==> config.mk <==
export PLATFORM = sky130hd
export DESIGN_NAME = door_ctrl_fsm
export DESIGN_NICKNAME = d
export VERILOG_FILES = /design/src/rtl/door_ctrl_fsm.sv
export SDC_FILE = /design/constraint.sdc
export NUM_CORES = 1
export LEC_CHECK = 0
export CORE_MARGIN = 1
export CORE_UTILIZATION = 55
export CTS_CLUSTER_SIZE = 12
export DETAILED_ROUTE_END_ITERATION = 6
export PLACE_DENSITY = 0.85
export SYNTH_ARGS = -nofsm -noshare
export SYNTH_HDL_FRONTEND = slang
export SYNTH_SLANG_ARGS = --single-unit
==> constraint.sdc <==
create_clock -name clk -period 3.4 [get_ports clk]
set_input_delay 0.68 -clock clk [delete_from_list [all_inputs] [get_ports clk]]
set_output_delay 0.68 -clock clk [all_outputs]
set_load 0.005 [all_outputs]
==> src/rtl/door_ctrl_fsm.sv <==
// +----------------------------------------------------------------------------+
// | door_ctrl_fsm : elevator door controller with timed strokes, obstruction    |
// |                 reopen, reopen limit with nudge mode and motion interlock.  |
// | Revision      : 1.0                                                         |
// +----------------------------------------------------------------------------+
`default_nettype none

module door_ctrl_fsm #(
  parameter int FLOORS        = 4,
  parameter int FLOOR_W       = 2,
  parameter int HOLD_CYCLES   = 100000000,
  parameter int TRAVEL_CYCLES = 25000000,
  parameter int MAX_REOPEN    = 3
) (
  input  logic               clk,
  input  logic               rst_n,
  input  logic               arrive,
  input  logic               car_moving,
  input  logic [FLOOR_W-1:0] cur_floor,
  input  logic               open_btn,
  input  logic               close_btn,
  input  logic               obstruct,
  output logic [1:0]         door_state,
  output logic               door_closed,
  output logic               req_clear,
  output logic [FLOOR_W-1:0] served_floor,
  output logic               nudge
);

  localparam int MAX_CYCLES = (HOLD_CYCLES > TRAVEL_CYCLES) ? HOLD_CYCLES : TRAVEL_CYCLES;
  localparam int TIMER_W    = (MAX_CYCLES > 1) ? $clog2(MAX_CYCLES) : 1;
  localparam int CNT_W      = $clog2(MAX_REOPEN + 1);

  localparam logic [TIMER_W-1:0] TRAVEL_LAST = TIMER_W'(TRAVEL_CYCLES - 1);
  localparam logic [TIMER_W-1:0] HOLD_LAST   = TIMER_W'(HOLD_CYCLES - 1);
  localparam logic [TIMER_W-1:0] TIMER_SAT   = {TIMER_W{1'b1}};
  localparam logic [CNT_W-1:0]   REOPEN_MAX  = CNT_W'(MAX_REOPEN);
  localparam logic [FLOOR_W:0]   FLOOR_LIM   = (FLOOR_W + 1)'(FLOORS);

  typedef enum logic [1:0] {
    ST_CLOSED  = 2'b00,
    ST_OPENING = 2'b01,
    ST_OPEN    = 2'b10,
    ST_CLOSING = 2'b11
  } state_t;

  state_t               state_q, state_d;
  logic [TIMER_W-1:0]   timer_q, timer_d;
  logic [CNT_W-1:0]     reopen_cnt_q, reopen_cnt_d;
  logic                 nudge_q, nudge_d;
  logic                 req_clear_q, req_clear_d;
  logic                 door_closed_q, door_closed_d;
  logic [FLOOR_W-1:0]   served_floor_q, served_floor_d;

  logic                 open_req;
  logic                 floor_ok;
  logic                 hold_open;
  logic                 reverse;
  logic [TIMER_W-1:0]   timer_inc;
  logic [CNT_W-1:0]     reopen_inc;

  assign open_req   = arrive | (open_btn & ~car_moving);
  // An out-of-range floor index still opens the door but is never latched.
  assign floor_ok   = ({1'b0, cur_floor} < FLOOR_LIM);
  assign hold_open  = ~nudge_q & (open_btn | obstruct);
  assign reverse    = ~nudge_q & (obstruct | open_btn | arrive);
  assign timer_inc  = (timer_q == TIMER_SAT) ? timer_q : timer_q + TIMER_W'(1);
  assign reopen_inc = (reopen_cnt_q == REOPEN_MAX) ? reopen_cnt_q : reopen_cnt_q + CNT_W'(1);

  always_comb begin
    state_d        = state_q;
    timer_d        = timer_q;
    reopen_cnt_d   = reopen_cnt_q;
    nudge_d        = nudge_q;
    served_floor_d = served_floor_q;
    req_clear_d    = 1'b0;
    door_closed_d  = (state_q == ST_CLOSED);

    case (state_q)
      ST_CLOSED: begin
        if (open_req && !car_moving) begin
          state_d = ST_OPENING;
          timer_d = '0;
          if (arrive && floor_ok) begin
            served_floor_d = cur_floor;
          end
        end
      end

      ST_OPENING: begin
        if (timer_q == TRAVEL_LAST) begin
          state_d     = ST_OPEN;
          timer_d     = '0;
          req_clear_d = 1'b1;
        end else begin
          timer_d = timer_inc;
        end
      end

      ST_OPEN: begin
        if (hold_open) begin
          timer_d = '0;
        end else if (close_btn || (timer_q == HOLD_LAST)) begin
          state_d = ST_CLOSING;
          timer_d = '0;
        end else begin
          timer_d = timer_inc;
        end
      end

      ST_CLOSING: begin
        // Reversal wins over stroke completion; the reopen stroke covers
        // exactly the distance already travelled towards closed.
        if (reverse) begin
          state_d      = ST_OPENING;
          timer_d      = TRAVEL_LAST - timer_q;
          reopen_cnt_d = reopen_inc;
          nudge_d      = (reopen_inc == REOPEN_MAX);
        end else if (timer_q == TRAVEL_LAST) begin
          state_d      = ST_CLOSED;
          timer_d      = '0;
          reopen_cnt_d = '0;
          nudge_d      = 1'b0;
        end else begin
          timer_d = timer_inc;
        end
      end

      default: begin
        state_d = ST_CLOSED;
        timer_d = '0;
      end
    endcase
  end

  always_ff @(posedge clk) begin
    if (!rst_n) begin
      state_q        <= ST_CLOSED;
      timer_q        <= '0;
      reopen_cnt_q   <= '0;
      nudge_q        <= 1'b0;
      req_clear_q    <= 1'b0;
      door_closed_q  <= 1'b1;
      served_floor_q <= '0;
    end else begin
      state_q        <= state_d;
      timer_q        <= timer_d;
      reopen_cnt_q   <= reopen_cnt_d;
      nudge_q        <= nudge_d;
      req_clear_q    <= req_clear_d;
      door_closed_q  <= door_closed_d;
      served_floor_q <= served_floor_d;
    end
  end

  assign door_state   = state_q;
  assign door_closed  = door_closed_q;
  assign req_clear    = req_clear_q;
  assign served_floor = served_floor_q;
  assign nudge        = nudge_q;

endmodule

`default_nettype wire

After elaboration in Yosys (flattened, before gate mapping)
Index checks and enable logic that the tools add are counted.
- output and inout port bits: 7
- logic and storage cells: 59
- register bits: 36
- bits in latches: 0
- memories kept: 0
- RAM bits: 0
- memory bits (read-only): 0
- $mul: 0
- equal/unequal tests: 13
- reduce and logical (&&, ||, !) cells: 9
- $lt $le $gt $ge: 0
- mux-type cells: 19
- bitwise logic cells: 8
- add/sub/neg operators: 3
- div/mod/pow operators: 0
- shifts and indexed selects: 0
- operator list (kind ; count):
    two-way mux 27 bit ; 6
    case mux 27 bit (4 select lines) ; 1
    equality test 27 bit (second input constant) ; 2
    adder 27 x 1 -> 27 bit (second input constant) ; 1
    equality test 27 x 25 -> 1 bit (second input constant) ; 1
    subtractor 25 x 27 -> 27 bit (first input constant) ; 1
    two-way mux 2 bit ; 8
    equality test 2 bit (second input constant) ; 4
    case mux 2 bit (4 select lines) ; 1
    inequality test 2 bit (second input constant) ; 3
    AND reduction 5 bit ; 1
    AND reduction 2 bit ; 2
    bitwise AND 1 bit ; 3
    two-way mux 1 bit ; 3
    inequality test 3 bit (second input constant) ; 1
    bitwise OR 1 bit ; 3
    AND reduction 3 bit ; 1
    adder 2 x 1 -> 2 bit (second input constant) ; 1
    equality test 2 x 1 -> 1 bit (second input constant) ; 1
    zero test 2 bit ; 1
    inequality test 2 x 1 -> 1 bit (second input constant) ; 1
    inverter 1 bit ; 2
    nonzero test 2 bit ; 1
    logical AND 1 bit ; 1
    2 further kinds ; 2

Logic depth before layout (Yosys ltp)
Gate-level depths: netlist of the first run.
- depth in word-level cells: 6
- gate-level depth with buffers: 10
- mapped depth without buffers: 9

Worst setup path before layout of the first run
OpenSTA, ideal clock, no wires.
- kind: reg-to-reg
- from: register timer_q[6]
- to: register timer_q[9]
- buffers on the path: 2
- clock period less this slack: 2782 ps
- cell stages (with the launch flop): 11
- arrival time: 2668 ps
- data required time: 3286 ps
- slack: 618 ps
- library setup time: 114 ps
- cells stage by stage: dfxtp_1 > inv_1 > ha_1 > or4b_4 > buf_6 > or4_4 > a21oi_4 > nor2_2 > buf_6 > a221o_1 > a21o_1
- longest elaborated chain between the ends: 5
- elaborated cells between the ends (all ways): 12
- those cells by class: add/sub: 2; eq/ne: 3; mux: 6; reduce/logical: 1
- ends and longest elaborated chain (element ; RTL line ; source):
    from (decl) ; 48 ; logic [TIMER_W-1:0] timer_q, timer_d;
    from (signal assigned) ; 147 ; timer_q <= timer_d;
    adder 27 x 1 -> 27 bit (tied with other cells) ; 67 ; assign timer_inc = (timer_q == TIMER_SAT) ? timer_q : timer_q + TIMER_W'(1);
    two-way mux 27 bit or logical OR 1 bit (tied branches) ; 67, 103 ;
    two-way mux 27 bit (on tied branches) ; 91, 119, 103 ;
    two-way mux 27 bit (on tied branches) ; 114, 101 ;
    case mux 27 bit (4 select lines) * ; 79 ; case (state_q)
Every way passes the cells marked *; elsewhere a longest branch is shown, timed or not.
A chain may end at the register's enable or synchronous reset.

Worst setup path in the final report of the first run
- from: register timer_q[6]
- to: register timer_q[17]
Same word-level chain as after synthesis.

==> results of run 1 <==
==> sequential cells by signal, indices dropped and copies added (netlist names) <==
register,count
door_closed,1
reopen_cnt_q,2
timer_q,27
door_state,2
req_clear,1
nudge,1
served_floor,2
==> tightest hold or removal path, cell delays in order (launching register included) <==
cell and delay (ns):
dfxtp_1 0.33, nand2_1 0.06, a21oi_1 0.06
==> metrics by stage <==
step                      hold slack (ns)  cell area, um2  instances
after floorplan                     0.451            2660        363
after global placement              0.484            2850        416
after detailed placement            0.491            2850        416
after CTS                           0.506            2940        424
after global routing                0.516            2940        424
final                               0.509            2940        424
==> cells in the mapped netlist (5+ instances only) <==
master,number
nand2_1,37
dfxtp_1,36
nor2_1,36
o21ai_0,30
a21oi_1,28
clkbuf_1,21
nand3_1,17
nand4_1,8
ha_1,7
inv_1,7
mux2i_1,7
nor3_1,7
a22oi_1,6
and3_1,6
nor4_1,6
o211ai_1,6
o31ai_1,6
a31oi_1,5
and2_1,5
and4_1,5
==> power breakdown <==
group | internal, mW | total [mW] | switching (mW)
clock network | 0.165 | 0.317 | 0.152
registers | 0.451 | 0.494 | 0.0426
logic | 0.187 | 0.451 | 0.264
==> final cells by class <==
cell class | count | area share, %
repair buffers | 29 | 8.68
multi-input cells | 291 | 60.5
clock buffers | 8 | 3.06
flip-flops and latches | 36 | 24.5
well taps | 52 | 2.21
inverters | 8 | 1.02
==> cells by family after synthesis <==
kind of cell	Yosys count	synth area share, %
xor+xnor	4	1.32
fa+ha+maj	7	3.29
flops	36	27.1
buf+inv	36	6.06
simple gates	149	28.7
mux	8	3.05
compound gates	123	30.5
==> layer usage <==
| layer | GRT usage (%) | vias up |
|---|---|---|
| met2 | 48.0 | 173 |
| met4 | 13.9 | 0 |
| met5 | 0 | - |
| met3 | 8.86 | 23 |
| li1 | - | 1372 |
| met1 | 39.3 | 1341 |
==> worst paths after layout <==
| kind | startpoint | to | slack [ns] |
|---|---|---|---|
| worst max-delay path | timer_q[6] | timer_q[17] | 0.51 |
| worst min-delay path | reopen_cnt_q[1] | nudge | 0.51 |
| worst max register to register | timer_q[6] | timer_q[17] | 0.51 |
| worst min register to register | reopen_cnt_q[1] | nudge | 0.51 |
==> implementation parameters, run 1 <==
Parameter                              Value

Setup path
  Cell depth of the worst setup path ... 8
  Nature of the critical path endpoint ... flip-flop
  Critical path peak fanout ... 11
  Critical-path cell with the highest stage delay ... or4_4
  Largest stage delay on the critical path ... 0.60 ns
  Crit Path Category ... reg -> reg
  Count of buffering cells on the critical path with inverters included ... 1
  Cell Chain, Critical Path ... inv_1 > ha_1 > or4b_4 > or4_4 > a21oi_4 > nor2_2 > a221o_1 > a22o_1
  Required arrival time at the worst endpoint ... 3.59 ns
  Data arrival time at the worst-slack endpoint ... ~3.1 ns
  Worst r2r path cells ... 8
  Cell class contributing the biggest share of worst-path delay ... simple AND/OR/NAND/NOR gates
  Startpoint class of the critical path ... flip-flop

Routing
  Initial DRC Count ... roughly 410
  Total met2 wirelength after detailed routing ... 3.24 mm
  Met3 wire len ... 648 um
  Avg WL per Cell ... 17.1 um
  Max Used Layer ... met4
  Detailed Route WL ... 7.23 mm
  Met1 Wirelength ... about 3.1 mm
  Via/cell ratio ... 6.86
  DRC violation count after routing ... 0
  Antenna Nets Post-Route ... 0
  First-pass DRT Iterations ... 5
  Vias ... 2,909

Floorplanning
  Std-Cell Rows ... 24
  Overall die width ... 71.6 um
  Starting utilization of the core area ... about three fifths
  DIE AREA ... 5120 um2
  Chip height ... 71.6 um
  Number of primary I/O pins ... 16
  Placeable core area ... 4500 um2

Power
  Leak pwr ... slightly above 1 nW
  IR Drop Worst-Case VDD ... 0.000326 V
  Power per Cell Area ... 429 nW/um2
  Overall power consumption ... around 1.3 mW

Synthesis
  Sequential share of the synthesized area ... 27.1%
  Largest area contributor in the netlist ... dfxtp_1
  Average footprint of a synthesized cell ... 7.33 um2
  Main area contributors after synthesis ... dfxtp_1 27%, o21ai_0 5.6%, a21oi_1 5.3%
  Primary FF master, synth ... dfxtp_1
  Number of synthesized register bits ... 36
  Share of synthesized flip-flops with an asynchronous set or reset ... 0%
  Area share of the leading cell type in the synthesized netlist ... 27.1%
  Synthesized cell area ... 2660 um2
  EDFF count, synth ... 0
  Net Count, Synth ... 379
  Synthesis warning total ... 0
  Number of different library cells in the post-synthesis netlist ... between 60 and 70
  Synthesized instance count ... 363

Job
  Max-cap violations ... 0

Finish
  Core Util, Final ... 65.3%
  Leading cell types in the layout, fill and taps excluded ... 37 x nand2_1, 36 x nor2_1, 36 x dfxtp_1, 30 x o21ai_0, 28 x a21oi_1
  Commonest non-fill, non-tap cell in the layout ... nand2_1
  Fraction of layout instances using a drive strength above 1 ... 7.80%
  Number of diodes ... 0
  Fin nets ... 387
  Fillcell total ... 392
  Layout overhead on the synthesized area ... 10.5%
  Multi-input gate area in the final layout ... between 1500 and 2000 um2
  Area of all sequential standard cells ... 721 um2

STA
  Final worst path period share ... ~85%
  Summed negative setup slack over all endpoints ... 0 ns
  Minimum setup slack in the final design ... between 0.5 and 0.6 ns
  RSZ-0062 raised after global routing ... false
  Tightest Pin Transition ... 0.815 ns
  Fmax ... ~0.35 GHz
  Final-report hold violation count ... 0
  Worst clock skew ... 0.00236 ns
  Normalized max-slew margin ... 45.5%
  Final count of negative-setup-slack endpoints ... 0
  Fin crit period ... 2.89 ns
  Final count of pins violating max slew ... 0

Clock network
  Clk_lat worst skew ... about 0.3 ns
  TritonCTS clock tree ... yes
  TritonCTS buffer count ... 5
  Hold-fix buffers, CTS ... 0
  Postcts setup bufs ... 0
  Number of buffers between clock root and the deepest sink ... 2
  Reg clk slew, reported paths ... 0.07 ns
  Clock net sink count ... 36
  Number of cells upsized or downsized after cts ... 0
  CTS root buf ... clkbuf_8
  H-tree depth ... 2

Place
  Post-detailed-placement half-perimeter wirelength ... 5.08 mm
  Gpl congestion ... between 0.9 and 1
  Total of buffers placed on input and output ports ... 15
  Post-placement worst setup slack ... 0.525 ns

Global route
  Remaining Overflow, GRT ... 0
  Initial antenna violation count ... 0
  Wire length of the first global-routing pass ... 12.3 mm
  Via count of the first global-routing pass ... 2,612
  Total GRT Usage ... 30.7%
  Pin count of the biggest net entering global routing ... 21

Status
  Result of the run ... completed

Min path
  Hold path cells ... 2
  HP Class ... reg -> reg
No activity file was read; power rests on OpenSTA's default activity.
==> run 2: changes to the inputs <==
- TNS_END_PERCENT: not set -> 100
==> results of run 2 <==
The final DEF is identical to that of run 1; final timing and power are the same.
